<file path="src/rtl/hazard_scoreboard_pkg.sv">
// Shared types and constants for the hazard scoreboard issue controller.
// Holds the register-file geometry, execution-unit and forward-select
// encodings, the per-register scoreboard entry, and small helpers.
package hazard_scoreboard_pkg;

  localparam int unsigned REG_FILE_LEN = 32;
  localparam int unsigned REG_IDX_W    = 5;
  localparam int unsigned CNT_W        = 4;
  localparam int unsigned UNIT_W       = 2;

  typedef enum logic [UNIT_W-1:0] {
    UNIT_ALU  = 2'd0,
    UNIT_LOAD = 2'd1,
    UNIT_MUL  = 2'd2
  } exec_unit_e;

  typedef enum logic [UNIT_W-1:0] {
    FWD_RF   = 2'd0,
    FWD_ALU  = 2'd1,
    FWD_LOAD = 2'd2,
    FWD_MUL  = 2'd3
  } fwd_sel_e;

  typedef struct packed {
    logic             busy;
    logic [CNT_W-1:0] cnt;
    exec_unit_e       unit;
  } sb_entry_t;

  // Encoding 3 is illegal and behaves as ALU.
  function automatic exec_unit_e norm_unit(input logic [UNIT_W-1:0] u);
    case (u)
      2'd1:    return UNIT_LOAD;
      2'd2:    return UNIT_MUL;
      default: return UNIT_ALU;
    endcase
  endfunction

  // The counter holds L on the cycle after issue (no decrement on the load
  // edge), so the cycles still to wait before forwarding is cnt-1, floored.
  function automatic logic [CNT_W-1:0] cycles_left(input logic [CNT_W-1:0] c);
    return (c == '0) ? '0 : c - CNT_W'(1);
  endfunction

  function automatic fwd_sel_e unit_to_fwd(input exec_unit_e u);
    case (u)
      UNIT_LOAD: return FWD_LOAD;
      UNIT_MUL:  return FWD_MUL;
      default:   return FWD_ALU;
    endcase
  endfunction

endpackage

</file>
<file path="src/rtl/hazard_scoreboard_sb_entry.sv">
// One scoreboard entry (busy / latency counter / producing unit) for a
// single architectural register.
// Ports: clk, rst (async active-low), set_en/set_cnt/set_unit (issue of a
// writer to this register), clr_en (writeback), dec_en (pipeline advance),
// entry (registered entry state).
module hazard_scoreboard_sb_entry
  import hazard_scoreboard_pkg::*;
(
  input  logic             clk,
  input  logic             rst,
  input  logic             set_en,
  input  logic [CNT_W-1:0] set_cnt,
  input  exec_unit_e       set_unit,
  input  logic             clr_en,
  input  logic             dec_en,
  output sb_entry_t        entry
);

  sb_entry_t entry_q;
  sb_entry_t entry_d;

  // Decrement, then writeback clear, then issue; issue wins over both.
  always_comb begin
    entry_d = entry_q;
    if (dec_en && (entry_q.cnt != '0)) begin
      entry_d.cnt = entry_q.cnt - CNT_W'(1);
    end
    if (clr_en) begin
      entry_d.busy = 1'b0;
    end
    if (set_en) begin
      entry_d.busy = 1'b1;
      entry_d.cnt  = set_cnt;
      entry_d.unit = set_unit;
    end
  end

  always_ff @(posedge clk or negedge rst) begin
    if (!rst) begin
      entry_q <= '0;
    end else begin
      entry_q <= entry_d;
    end
  end

  assign entry = entry_q;

endmodule

</file>
<file path="src/rtl/hazard_scoreboard.sv">
// Issue controller between decode and EXE. Tracks in-flight register
// writers per register, decides issue each cycle (RAW, WAW, multiplier
// occupancy), and supplies per-source forwarding selects.
// Ports: clk, rst (async active-low); dec_* decoded instruction; exe_ready
// pipeline advance; wb_valid/wb_dst writeback; issue_ready/issue_fire/
// stall_dec_out and fwd_sel_1/2 are combinational; mul_busy is registered.
// Optional macro HAZARD_STALL_CNT_EN adds the 32-bit stall_cnt output.
module hazard_scoreboard
  import hazard_scoreboard_pkg::*;
#(
  parameter int unsigned ALU_LAT  = 1,
  parameter int unsigned LOAD_LAT = 2,
  parameter int unsigned MUL_LAT  = 5
) (
  input  logic                 clk,
  input  logic                 rst,
  input  logic                 dec_valid,
  input  logic [REG_IDX_W-1:0] dec_src1,
  input  logic [REG_IDX_W-1:0] dec_src2,
  input  logic                 dec_use_src1,
  input  logic                 dec_use_src2,
  input  logic [REG_IDX_W-1:0] dec_dst,
  input  logic                 dec_we,
  input  logic [UNIT_W-1:0]    dec_unit,
  input  logic                 exe_ready,
  input  logic                 wb_valid,
  input  logic [REG_IDX_W-1:0] wb_dst,
  output logic                 issue_ready,
  output logic                 issue_fire,
  output logic                 stall_dec_out,
  output logic [UNIT_W-1:0]    fwd_sel_1,
  output logic [UNIT_W-1:0]    fwd_sel_2,
  output logic                 mul_busy
`ifdef HAZARD_STALL_CNT_EN
  ,
  output logic [31:0]          stall_cnt
`else
  // no stall counter port in this build
`endif
);

  sb_entry_t        entries [REG_FILE_LEN];
  exec_unit_e       unit_n;
  logic [CNT_W-1:0] lat;
  logic             src1_blk;
  logic             src2_blk;
  logic             waw_blk;
  logic             mul_blk;
  logic [CNT_W-1:0] mul_cnt_q;
  logic [CNT_W-1:0] mul_cnt_d;
  logic             mul_busy_q;
  sb_entry_t        e1;
  sb_entry_t        e2;
  sb_entry_t        ed;

  // x0 is hard-wired idle.
  assign entries[0] = '0;

  for (genvar i = 1; i < REG_FILE_LEN; i++) begin : g_entry
    hazard_scoreboard_sb_entry u_entry (
      .clk      (clk),
      .rst      (rst),
      .set_en   (issue_fire && dec_we && (dec_dst == REG_IDX_W'(i))),
      .set_cnt  (lat),
      .set_unit (unit_n),
      .clr_en   (wb_valid && (wb_dst == REG_IDX_W'(i))),
      .dec_en   (exe_ready),
      .entry    (entries[i])
    );
  end

  // Hazard detection and forward selection for the decoded instruction.
  always_comb begin
    unit_n = norm_unit(dec_unit);
    case (unit_n)
      UNIT_LOAD: lat = CNT_W'(LOAD_LAT);
      UNIT_MUL:  lat = CNT_W'(MUL_LAT);
      default:   lat = CNT_W'(ALU_LAT);
    endcase

    e1 = entries[dec_src1];
    e2 = entries[dec_src2];
    ed = entries[dec_dst];

    src1_blk = dec_use_src1 && e1.busy && (cycles_left(e1.cnt) != '0);
    src2_blk = dec_use_src2 && e2.busy && (cycles_left(e2.cnt) != '0);
    // New writer must not complete before an older writer of the same rd.
    waw_blk  = dec_we && (dec_dst != '0) && ed.busy && (cycles_left(ed.cnt) >= lat);
    mul_blk  = (unit_n == UNIT_MUL) && (cycles_left(mul_cnt_q) != '0);

    issue_ready   = exe_ready && !(src1_blk || src2_blk || waw_blk || mul_blk);
    issue_fire    = dec_valid && issue_ready;
    stall_dec_out = dec_valid && !issue_ready;

    fwd_sel_1 = FWD_RF;
    if (dec_use_src1 && e1.busy && (cycles_left(e1.cnt) == '0)) begin
      fwd_sel_1 = unit_to_fwd(e1.unit);
    end
    fwd_sel_2 = FWD_RF;
    if (dec_use_src2 && e2.busy && (cycles_left(e2.cnt) == '0)) begin
      fwd_sel_2 = unit_to_fwd(e2.unit);
    end
  end

  // Non-pipelined multiplier occupancy.
  always_comb begin
    mul_cnt_d = mul_cnt_q;
    if (exe_ready && (mul_cnt_q != '0)) begin
      mul_cnt_d = mul_cnt_q - CNT_W'(1);
    end
    if (issue_fire && (unit_n == UNIT_MUL)) begin
      mul_cnt_d = CNT_W'(MUL_LAT);
    end
  end

  always_ff @(posedge clk or negedge rst) begin
    if (!rst) begin
      mul_cnt_q  <= '0;
      mul_busy_q <= 1'b0;
    end else begin
      mul_cnt_q  <= mul_cnt_d;
      mul_busy_q <= (mul_cnt_d != '0);
    end
  end

  assign mul_busy = mul_busy_q;

`ifdef HAZARD_STALL_CNT_EN
  logic [31:0] stall_cnt_q;
  logic [31:0] stall_cnt_d;

  // Counts advancing cycles lost to a decode stall; wraps naturally.
  always_comb begin
    stall_cnt_d = stall_cnt_q;
    if (exe_ready && stall_dec_out) begin
      stall_cnt_d = stall_cnt_q + 32'd1;
    end
  end

  always_ff @(posedge clk or negedge rst) begin
    if (!rst) begin
      stall_cnt_q <= '0;
    end else begin
      stall_cnt_q <= stall_cnt_d;
    end
  end

  assign stall_cnt = stall_cnt_q;
`else
  // stall counter not built
`endif

endmodule

</file>
<file path="config.mk">
export PLATFORM = sky130hd
export DESIGN_NAME = hazard_scoreboard
export DESIGN_NICKNAME = d
export VERILOG_FILES = /design/src/rtl/hazard_scoreboard_pkg.sv /design/src/rtl/hazard_scoreboard_sb_entry.sv /design/src/rtl/hazard_scoreboard.sv
export SDC_FILE = /design/constraint.sdc
export NUM_CORES = 1
export LEC_CHECK = 0
export BUFFER_PORTS_ARGS = -buffer_cell sky130_fd_sc_hd__buf_2
export CORE_MARGIN = 5
export CORE_UTILIZATION = 35
export DETAILED_ROUTE_END_ITERATION = 8
export PLACE_DENSITY = 0.61
export SYNTH_ARGS = -nofsm -noshare
export SYNTH_HDL_FRONTEND = slang
export SYNTH_SLANG_ARGS = --single-unit
</file>
<file path="constraint.sdc">
create_clock -name clk -period 5.3 [get_ports clk]
set_input_delay 0.265 -clock clk [delete_from_list [all_inputs] [get_ports clk]]
set_output_delay 0.265 -clock clk [all_outputs]
set_load 0.05 [all_outputs]
</file>
==> run summary <==
The worst register-to-register path begins at g_entry[26].u_entry.entry[2]$_DFFE_PN0P_. The via count of the first global-routing pass is 11.6k. The critical path buffer and inverter count came out at 3. The count of unresolved DRC violations after routing came out at 0. The family with the most delay on the worst path is compound AO/OA/AOI/OAI gates. The cell repeated most along the worst path is ha_1. The weighted congestion reported at the end of routability-driven placement came out at 0.921.

The pin slew with the least headroom to its limit came out at 957 ps. The worst reg2reg path depth is 18. The final-stage net count came out at 1492. The number of nets produced by synthesis is 1437. Clock tree synthesis found a total of 222 sinks. The run finished with clean final reports. The largest net degree at the start of global routing is 137. The highest layer touched by signal routing is met5. The final setup slack of the worst path is 297 ps. For this design, the slowest cell found on the critical path is mux4_2. The via-per-instance ratio is 5.65. The detailed placement HPWL is 32800 um. The detailed-route wire length is 45700 um. The largest single stage delay on the critical path is 490 ps. The leakage dissipation came out at 7.22 nW. The source-to-sink clock delay at the later pin of the worst-skew pair is 530 ps. Setup repair after global routing left no endpoint under its margin. For this run the aggregate overflow at the end of global routing stands at 0. The number of antenna violations at the first check in global routing came out at 5.

Summed over all nets, the switching power comes to 0.00304 W. Counting along the longest clock path gives a buffer depth of 3. Across all layers, the routed design uses 11.5k vias.

Summed over all nets, wire length on met3 after detailed routing comes to 3820 um. Along the worst hold path, the cell count comes to 4. The count of nets left with antenna violations after detail routing came out at 0.

The total track usage is 19.0%. In this run the power density over the cells is 458 mW/mm^2. The final setup TNS came out at 0 ps. Hold is met by 171 ps. The pre-antenna-repair detailed-routing pass consisted of 5 iterations. The count of state elements after synthesis is 222. Measured on the finished design, the core utilization comes to 39.9%. TritonCTS built the clock tree. The port buffer count is 37. The average wire length per cell after detail routing is 22.5 um. The standard-cell row count is 77.

The maximum operating frequency came out at 0.200 GHz. The post-layout total power is 0.00801 W. Subtracting the final worst setup slack from the clock period gives 5000 ps. The final worst-path cycle share is 94.4%. The register area share after synthesis came out at 36.0%. By area the synthesized netlist is led by dfrtp_1, mux4_2, mux2i_1. The clock network is responsible for 25.9% of the overall power. The number of enable-type register cells in the synthesized netlist came out at 0. The vertical die dimension is 220 um. The instance count of the mapped netlist is 1368.

The biggest area contributor in the post-synthesis netlist is dfrtp_1. The highest net fanout along the worst path came out at 15. The post-synthesis cell area is 0.0154 mm^2. The effective utilization at floorplan is 35.1%.

The part of the power in combinational logic is 35.8%. After synthesis, the mean cell area works out to 11.3 um^2. The classification of the worst setup path is reg -> out.

The number of endpoints with negative hold slack in the final report is 0. The beginning of the worst hold path is wb_dst[4]. Cell internal power was estimated by the tool at 0.00498 W. The I/O pin count came out at 38. In this run the critical register-to-register path is captured at g_entry[17].u_entry.entry[4]$_DFFE_PN0P_. The final count of pins violating max slew is 0. STA classifies the critical path endpoint as a primary output.

The critical path launch point type is a register. Setup violations remaining at the end of the flow were counted as 0. Walking the worst path, the cells encountered are mux4_2, and2_1, a2111oi_0, or4_4, ha_1, nand2_1, o21ai_0, ha_1, nand2b_1, a21o_1, a21oi_1, inv_1, a311oi_2, a311oi_4, buf_4, nor2_4, nor2b_1, buf_2. The worst vdd rail ir drop is 0.250 mV. The most used flip-flop cell after synthesis is dfrtp_1. The floorplan step defined a die boundary enclosing 0.0484 mm^2. Clock tree synthesis selected as its root buffer the cell clkbuf_16. The part of the power in registers is 38.3%. The worst hold path terminates at g_entry[18].u_entry.entry[6]$_DFFE_PN0P_. The global-route wire length before repair is 71400 um. The number of buffers inserted during clock tree synthesis came out at 27. The relative slew slack came out at 36.0%.

The switching share of total power came out at 37.9%. The number of H-tree branching levels is 1. In this run the worst hold path is classified as in -> reg.

The area inside the core boundary came out at 0.0439 mm^2. Across the routed clock network, the largest skew measured is 9.10 ps. The met2 wire length came out at 20800 um. The layout filler cell count came out at 4226. The number of warning messages in the yosys log is 0. The worst slack after detailed placement came out at 317 ps. The number of maximum-capacitance constraint violations is 0. The slack of the worst reg-to-reg path is 500 ps. In this run, distinct cell masters in the synthesized netlist total 71.

The violation count after the first detailed-routing iteration came out at 1069. The top cell type by area accounts for 36.0% of the synthesized area. The fraction of layout instances using a drive strength above 1 is 25.1%. In this run the horizontal extent of the chip is 220 um. The area growth from synthesis to layout is 13.4%. Clock-pin slew was measured on the worst setup and hold paths at 60 ps.

The data required time at the worst endpoint is 5040 ps. For the worst setup path, the data arrival time is 4740 ps. The met1 layer wirelength in the final routing is 19700 um.

The fraction of registers with async set/reset is 100%.
-- cell type report --
| cell class | count | area [um^2] | share of cell area [%] |
|---|---|---|---|
| well taps | 592 | 741 | 4.23 |
| diodes | 1 | 2.50 | 0.0143 |
| multi-input cells | 980 | 9170 | 52.4 |
| flip-flops and latches | 222 | 5560 | 31.7 |
| clock inverters | 9 | 198 | 1.13 |
| inverters | 96 | 360 | 2.06 |
| repair buffers | 96 | 681 | 3.89 |
| clock buffers | 38 | 797 | 4.55 |
-- sequential cells by signal (all words and copies together) (netlist names) --
signal	flops
mul_cnt_q	4
mul_busy	1
g_entry.u_entry.entry	217
-- layout by cell type (no fill, tap or decap), drive strengths merged, types with 4 or more instances in the layout --
cell       n
inv       95
mux2i    106
or2       22
ha        39
xnor2     39
nand2b    42
nand2     59
a2111oi    4
a31oi      7
nand3     34
mux2      70
a211oi     5
clkbuf    39
a22o       5
xor2      39
dfrtp    222
mux4      98
or4       11
nor4      50
and2       7
o21ai     43
nor2     112
nor4b      4
buf       94
and3       5
nand4      4
o31ai     18
nor3      39
nor2b     13
a21oi     57
bufinv     6
a311oi     4
a21boi     7
-- kinds of logic after synthesis --
logic type / after synthesis / synth area share [%]
xor+xnor: 78 / 4.43
mux: 274 / 27.9
simple gates: 411 / 16.4
compound gates: 178 / 7.36
buf+inv: 166 / 4.80
flops: 222 / 36.0
fa+ha+maj: 39 / 3.16
-- Yosys cell counts, types with 42 or more instances --
| master | n |
|---|---|
| nor2_1 | 112 |
| mux4_2 | 93 |
| nand2_1 | 59 |
| o21ai_0 | 42 |
| a21oi_1 | 57 |
| nand2b_1 | 42 |
| mux2_4 | 60 |
| mux2i_1 | 106 |
| inv_1 | 94 |
| dfrtp_1 | 222 |
-- per-stage QoR --
step / cell area [um^2] / instances
2_1_floorplan: 15400 / 1368
3_3_place_gp: 16500 / 1985
3_5_place_dp: 16500 / 1985
4_1_cts: 17500 / 2033
5_1_grt: 17500 / 2033
6_report: 17500 / 2034
-- tightest hold or removal path: stages --
cell      delay (ps)
buf_2            130
nand3_1          120
o21ai_0           90
nand2b_1          60
-- worst max path at each step --
stage	startpoint	end	slack [ps]	depth (start not counted)
floorplan	dec_dst[1]	stall_dec_out	280	21
global placement	dec_dst[1]	g_entry[17].u_entry.entry[2]$_DFFE_PN0P_	380	19
detailed placement	dec_dst[1]	g_entry[25].u_entry.entry[3]$_DFFE_PN0P_	320	19
CTS	g_entry[26].u_entry.entry[2]$_DFFE_PN0P_	issue_ready	100	17
global route	g_entry[26].u_entry.entry[2]$_DFFE_PN0P_	stall_dec_out	30	18
finish	g_entry[26].u_entry.entry[2]$_DFFE_PN0P_	stall_dec_out	300	18
-- power groups by stage --
stage	clock network (W)	registers, W	logic, W
global route	0.00218	0.00315	0.00324
CTS	0.00211	0.00305	0.00287
detailed placement	0	0.00307	0.00286
global placement	0	0.00307	0.00275
floorplan	0	0.00275	0.00230
finish	0.00208	0.00307	0.00287
-- what timing repair did --
item	CTS	global route
endpoints found under the hold margin	86	0
hold buffers	1	0
gates resized for setup	0	3
setup endpoints to repair	0	2
buffers inserted	0	0
-- per-layer routing --
metal / vias to the layer above / track usage, %
met2: 451 / 29.9
met4: 8 / 5.37
met3: 95 / 4.18
met1: 5787 / 26.4
li1: 5151 / -
met5: - / 0
(Power assumes the default switching activity.)
